`src/rtl/td4_fetch_decode.sv`:
```
// TD4 fetch/decode stage: 16x8 writable program ROM, IDLE/FETCH/EXEC sequencer and decoder.
// Optional macro ILLEGAL_TRAP_EN traps undefined opcodes into a sticky halt.
module td4_fetch_decode #(
  parameter int unsigned ROM_DEPTH = 16,
  parameter logic [7:0]  INIT_NOP  = 8'h00
) (
  input  logic       clk,
  input  logic       rst,
  input  logic       run,
  input  logic [3:0] pc_in,
  input  logic       carry_in,
  input  logic       prog_we,
  input  logic [3:0] prog_addr,
  input  logic [7:0] prog_data,
  output logic [3:0] imm,
  output logic [1:0] sel,
  output logic       ld_a,
  output logic       ld_b,
  output logic       ld_out,
  output logic       pc_inc,
  output logic       pc_jump,
  output logic       c_flag,
  output logic       busy,
  output logic       illegal
);

  typedef enum logic [1:0] {StIdle, StFetch, StExec} state_t;

  state_t     r_state;
  state_t     w_state_d;
  logic [7:0] r_ir;
  logic       r_c_flag;
  // Power-up contents only; reset deliberately leaves the program intact.
  logic [7:0] r_rom [ROM_DEPTH] = '{default: INIT_NOP};

  logic       w_exec;
  logic       w_trap;
  logic       w_halted;
  logic [1:0] w_sel;
  logic       w_ld_a;
  logic       w_ld_b;
  logic       w_ld_out;
  logic       w_pc_inc;
  logic       w_pc_jump;
  logic       w_undef;

  assign w_exec = (r_state == StExec);

  always_comb begin
    w_sel     = 2'b00;
    w_ld_a    = 1'b0;
    w_ld_b    = 1'b0;
    w_ld_out  = 1'b0;
    w_pc_inc  = 1'b1;
    w_pc_jump = 1'b0;
    w_undef   = 1'b0;
    case (r_ir[7:4])
      4'h0: w_ld_a = 1'b1;
      4'h5: begin w_sel = 2'b01; w_ld_b   = 1'b1; end
      4'h3: begin w_sel = 2'b11; w_ld_a   = 1'b1; end
      4'h7: begin w_sel = 2'b11; w_ld_b   = 1'b1; end
      4'h1: begin w_sel = 2'b01; w_ld_a   = 1'b1; end
      4'h4: w_ld_b = 1'b1;
      4'h2: begin w_sel = 2'b10; w_ld_a   = 1'b1; end
      4'h6: begin w_sel = 2'b10; w_ld_b   = 1'b1; end
      4'h9: begin w_sel = 2'b01; w_ld_out = 1'b1; end
      4'hB: begin w_sel = 2'b11; w_ld_out = 1'b1; end
      4'hF: begin w_pc_inc = 1'b0; w_pc_jump = 1'b1; end
      4'hE: begin
        if (!r_c_flag) begin
          w_pc_inc  = 1'b0;
          w_pc_jump = 1'b1;
        end
      end
      default: w_undef = 1'b1;
    endcase
  end

`ifdef ILLEGAL_TRAP_EN
  logic r_illegal;

  assign w_trap   = w_exec & w_undef;
  assign w_halted = r_illegal;
  assign illegal  = r_illegal;

  always_ff @(posedge clk or posedge rst) begin
    if (rst) begin
      r_illegal <= 1'b0;
    end else if (w_trap) begin
      r_illegal <= 1'b1;
    end
  end
`else
  assign w_trap   = 1'b0;
  assign w_halted = 1'b0;
  assign illegal  = 1'b0;
`endif

  always_comb begin
    w_state_d = r_state;
    case (r_state)
      StIdle:  if (run && !w_halted) w_state_d = StFetch;
      StFetch: w_state_d = StExec;
      StExec:  w_state_d = (run && !w_trap) ? StFetch : StIdle;
      default: w_state_d = StIdle;
    endcase
  end

  always_ff @(posedge clk or posedge rst) begin
    if (rst) begin
      r_state  <= StIdle;
      r_ir     <= 8'h00;
      r_c_flag <= 1'b0;
    end else begin
      r_state <= w_state_d;
      if (r_state == StFetch) begin
        r_ir <= r_rom[pc_in];
      end
      if (w_exec) begin
        r_c_flag <= carry_in;
      end
    end
  end

  always_ff @(posedge clk) begin
    if (prog_we && (r_state == StIdle)) begin
      r_rom[prog_addr] <= prog_data;
    end
  end

  // A trapped opcode issues no strobes at all.
  assign imm     = r_ir[3:0];
  assign sel     = w_exec ? w_sel : 2'b00;
  assign ld_a    = w_exec & w_ld_a;
  assign ld_b    = w_exec & w_ld_b;
  assign ld_out  = w_exec & w_ld_out;
  assign pc_inc  = w_exec & w_pc_inc & ~w_trap;
  assign pc_jump = w_exec & w_pc_jump;
  assign c_flag  = r_c_flag;
  assign busy    = (r_state != StIdle);

endmodule

```
`config.mk`:
```
export PLATFORM = sky130hd
export DESIGN_NAME = td4_fetch_decode
export DESIGN_NICKNAME = d
export VERILOG_FILES = /design/src/rtl/td4_fetch_decode.sv
export SDC_FILE = /design/constraint.sdc
export NUM_CORES = 1
export LEC_CHECK = 0
export ABC_AREA = 1
export CAP_MARGIN = 15
export CORE_ASPECT_RATIO = 0.7
export CORE_MARGIN = 10
export CORE_UTILIZATION = 57
export CTS_CLUSTER_SIZE = 16
export DETAILED_ROUTE_END_ITERATION = 10
export DONT_BUFFER_PORTS = 1
export PLACE_DENSITY_LB_ADDON = 0.15
export SYNTH_ARGS = -nofsm -noshare
export SYNTH_HDL_FRONTEND = slang
export SYNTH_SLANG_ARGS = --single-unit
```
`constraint.sdc`:
```
create_clock -name clk -period 1.6 [get_ports clk]
set_input_delay 0.48 -clock clk [delete_from_list [all_inputs] [get_ports clk]]
set_output_delay 0.48 -clock clk [all_outputs]
set_load 0.005 [all_outputs]
```
; Word level (Yosys, flattened, before mapping)
; Memories as Yosys holds them, arrays and structs flattened. A register that Yosys moved wholly into a read port is not among the register bits.
; Index checks and enable logic that the tools add are counted.
; W data, S select, Z words.
[classes]
n_reduce_logical = 10
eq_ne = 14
mux = 14
n_bitwise = 5
[ops]
columns = op, count
row1 = $eq A4 B3 Y1 const B, 4
row2 = $eq A4 B4 Y1 const B, 4
row3 = $pmux W2 S3, 2
row4 = $eq A4 B2 Y1 const B, 2
row5 = $mux W1, 8
row6 = $reduce_or A4 Y1, 2
row7 = $reduce_or A3 Y1, 2
row8 = $and A1 B1 Y1, 5
row9 = $eq A4 B1 Y1 const B, 1
row10 = $logic_not A4 Y1, 1
row11 = $mux W2, 2
row12 = $pmux W1 S2, 2
row13 = $reduce_or A2 Y1, 2
row14 = $eq A2 B1 Y1 const B, 1
row15 = $eq A2 B2 Y1 const B, 1
row16 = $logic_not A2 Y1, 1
row17 = $ne A2 B2 Y1 const B, 1
row18 = $reduce_bool A2 Y1, 1
row19 = $logic_and A1 B1 Y1, 1
[totals]
input_bits = 21
elab_cells = 46
ram_bits = 128
memories = 1
reg_bits = 3
out_inout_bits = 14
[memory_table]
columns = name, words, word_bits, rd, rd_ports_with_merged_regs, write_ports, line
row1 = r_rom, 16, 8, 1, 1, 1, 34  ; logic [7:0] r_rom [ROM_DEPTH] = '{default: INIT_NOP};

; Longest topological paths before layout
[depth]
ltp_word = 4
ltp_mapped = 10
mapped_depth_nobuf = 9

; Worst setup path before layout
; No wires, ideal clock.
[synth_path]
kind = reg-to-reg
start = reg r_state[0]
end = mem r_rom[10][0], enable pin
setup_time_ns = 0.370
arrival_ns = 1.395
t_required_ns = 1.230
n_path_buf = 0
synth_period_minus_slack_ns = 1.765
path_stages_with_launch = 5
setup_slack_ns = -0.165
cell_sequence = dfrtp_1 -> or2_2 -> nor2_1 -> nand3_1 -> nor2_1
[synth_between]
elab_chain_cells = 4
[synth_rtl]
columns = item, line
row1 = from (decl), 29  ; state_t r_state;
row2 = from (signal assigned), 111  ; r_state <= StIdle;
row3 = from (signal assigned), 115  ; r_state <= w_state_d;
row4 = $logic_not A2 Y1, 126  ; if (prog_we && (r_state == StIdle)) begin
row5 = $logic_and A1 B1 Y1, 126
row6 = $mux W1, 126
row7 = $mux W1 (implied by the code), 127  ; r_rom[prog_addr] <= prog_data;
row8 = to (decl), 34
; Every way passes these cells.

; Final worst setup path
[layout_path]
start = reg r_ir[7] (read register of r_rom)
end = out pc_jump
[layout_between]
elab_chain_cells = 3
elab_cells_between_ends = 4
classes_between = eq/ne: 2 / mux: 1 / bitwise: 1
[layout_rtl]
columns = item, line
row1 = from (decl), 31  ; logic [7:0] r_ir;
row2 = $eq A4 B4 Y1, 57  ; case (r_ir[7:4])
row3 = $pmux W1 S2 *, 57
row4 = $and A1 B1 Y1 *, 138  ; assign pc_jump = w_exec & w_pc_jump;
row5 = to (decl), 21  ; output logic pc_jump,
; Every way passes the cells marked *; elsewhere a longest branch is shown, timed or not.

==> impl_metrics.csv <==
group,metric,value,unit
run_status,status,"finished, violations left",
run_status,violations,"setup timing",
place,gp_congestion,0.865,
route,drt_iter0_drc,597,
synth,synth_edf_count,128,
power_and_ir_drop,sw_frac_of_total,20.8,%
floorplan,die_w,141,um
power_and_ir_drop,combinationalPowerShare,7.1,%
worst_setup_path,cp_max_fo,3,
cts,clk_pin_slew,0.06,ns
worst_setup_path,crit_type,"reg -> out",
route,drc,0,
synth,netlist_top_cells_count,"202 x nand2_1, 128 x edfxtp_1, 97 x nand3_1",
sta,fmax,0.533,GHz
synth,yosysMostFrequentCell,"nand2_1",
final_layout,nFillCells,632,
place,place.detailed.hpwl,8610,um
worst_setup_path,crit_path_top_delay_cell,"dfrtp_1",
floorplan,ioPinCount,35,
synth,ys_ff_latch,139,
sta,hold_violations,0,
synth,synth_area,0.00582,sq mm
power_and_ir_drop,p_clk_share,46.6,%
worst_setup_path,max_stage_delay,0.43,ns
sta,finClkSkew,0.00617,ns
sta,finalMaxSlewViolations,0,
global_route,grt_max_degree,66,
synth,syn_avg_cell_area,11.2,sq um
synth,synthArstFlopShare,7.91,%
synth,synth_cells,518,
global_route,grt_first_pass_wirelength,21800,um
cts,clk_latency,0.41,ns
final_layout,synthToLayoutAreaGrowth,22.5,%
route,finalWirelength,14400,um
final_layout,fin_nets,570,
power_and_ir_drop,p_sw,1.85,mW
power_and_ir_drop,power.density,1240,mW/mm^2
floorplan,rows,30,
power_and_ir_drop,ir_drop,999,uV
global_route,antenna_found_initial,0,
place,dpl_cell_area,0.00603,sq mm
sta,period_needed,1.88,ns
route,routedWlPerCell,21.0,um
cts,cts_root_buffer,"clkbuf_16",
route,num_vias,4015,
global_route,grt_pass1_vias,3739,
cts,htreeDepth,4,
worst_setup_path,startpoint_type,"flop",
final_layout,finish.utilization,72.5,%
synth,syn_nets,539,
synth,yosysTopAreaCell,"edfxtp_1",
cts,tritoncts,"built",
worst_setup_path,crit_path_end_kind,"output port",
worst_setup_path,arrival,1.40,ns
sta,setup_slack,-0.276,ns
hold_path,hold_depth,0,
place,numPortBuffers,0,
route,ant_nets,0,
final_layout,regArea,0.00412,sq mm
cts,cts_sinks,139,
route,vias_per_cell,5.83,
power_and_ir_drop,p_leak,2.69,nW
global_route,track_usage,19.6,%
synth,synthFlopType,"edfxtp_1",
route,first_pass_iters,5,
sta,grt_setup_unrepaired,"yes",
final_layout,final_area,0.00713,sq mm
synth,ys_types,19,
worst_setup_path,reg2reg_depth,7,
global_route,grt_overflow,0,
cts,cts_made_buffers,17,
hold_path,hold_path_class,"in -> reg",
final_layout,multi_input_area,0.00169,sq mm
worst_setup_path,worstPathCellList,"nand2_2, nor3b_2, inv_1, nor2_4",
floorplan,coreArea,0.00983,sq mm
floorplan,die-area,0.0147,sq mm
place,post-place-ws,-0.155,ns
power_and_ir_drop,pwr-share-seq,46.3,%
sta,finalCritPeriodShare,117,%
floorplan,die-height,105,um
final_layout,n_antenna_cell,0,
sta,hold_ws,0.159,ns
synth,synth_warnings,0,
floorplan,initial_core_util,59.1,%
synth,yosysSeqAreaShare,70.8,%
sta,setup-violations-final,118,
synth,synth.area.top_cells,"edfxtp_1 66%, nand2_1 13%, nand3_1 8.3%",
synth,synth_top_area_share,66.1,%
power_and_ir_drop,internal_power,7.02,mW
final_layout,layout-drive-gt1-share,19.6,%
worst_setup_path,crit_required,1.12,ns
cts,clockBufferDepth,2,
run,cap_violations,0,
area by class of cell:
type | count | area share [%]
Inverter | 17 | 1.00
Clock buffer | 17 | 5.97
Sequential cell | 139 | 57.8
Tap cell | 128 | 2.25
Timing Repair Buffer | 41 | 6.41
Multi-Input combinational cell | 333 | 23.7
Clock inverter | 14 | 2.84
what timing repair did:
item,4_1_cts,5_1_grt
buffers inserted,9,1
gates resized for setup,66,28
setup endpoints to repair,136,144
pin swaps,7,3
hold buffers,1,0
hold endpoints to repair,11,0
worst max-delay path: cells and delay by family, from the launching register on:
family / cells / cell delay (ns)
DFF: 1 / 0.43
and+or+nand+nor: 3 / 0.44
buffers and inverters: 1 / 0.11
worst paths after layout:
path,startpoint,end,slack (ns)
max,r_ir[7],pc_jump,-0.28
max reg2reg,r_state[0],r_rom[11][6],-0.07
min reg2reg,r_ir[5],r_ir[5],0.50
min,prog_data[2],r_rom[13][2],0.16
min in group asynchronous,rst,r_state[0],0.52
max in group asynchronous,rst,r_ir[0],0.77
stage by stage:
stage | setup TNS, ns | power (mW) | instances
final | -4.43 | 8.87 | 689
after global placement | -8.18 | 4.59 | 647
after CTS | -2.41 | 8.83 | 688
after global routing | -13.42 | 9.16 | 689
after floorplan | -13.79 | 4.54 | 518
after detailed placement | -10.79 | 4.60 | 647
state kept, by name, indices dropped and copies added, names as in the netlist:
name	cells
r_ir	8
r_state	2
r_rom	128
c_flag	1
metal layers:
layer	GRT usage [%]	vias to the layer above	routed length, um
met2	27.5	238	6530
met5	0	-	0
li1	-	1823	-
met4	6.84	0	221
met3	6.48	21	1660
met1	27.8	1933	6030
kinds of logic after synthesis:
logic type,count (synthesis),synth area share [%]
buffers and inverters,46,5.10
multiplexers,1,0.194
AND/OR/NAND/NOR,330,23.7
AO/OA/AOI/OAI,1,0.0860
flip-flops,139,70.8
other,1,0.0645
placed cells by master (no fill, tap or decap), types with 4 or more instances in the layout:
cell type,instances
bufinv_16,5
dfrtp_1,11
buf_4,9
inv_2,4
buf_6,27
edfxtp_1,128
nand2_1,198
inv_1,11
clkbuf_16,17
nor2_4,21
nand3_1,95
power by group through the flow:
stage	clock, mW	combinational (mW)	sequential [mW]
2_1_floorplan	0	0.388	4.16
3_5_place_dp	0	0.428	4.17
6_report	4.13	0.630	4.10
3_3_place_gp	0	0.422	4.17
5_1_grt	4.36	0.691	4.11
4_1_cts	4.17	0.565	4.10
No activity file was read; power rests on OpenSTA's default activity.
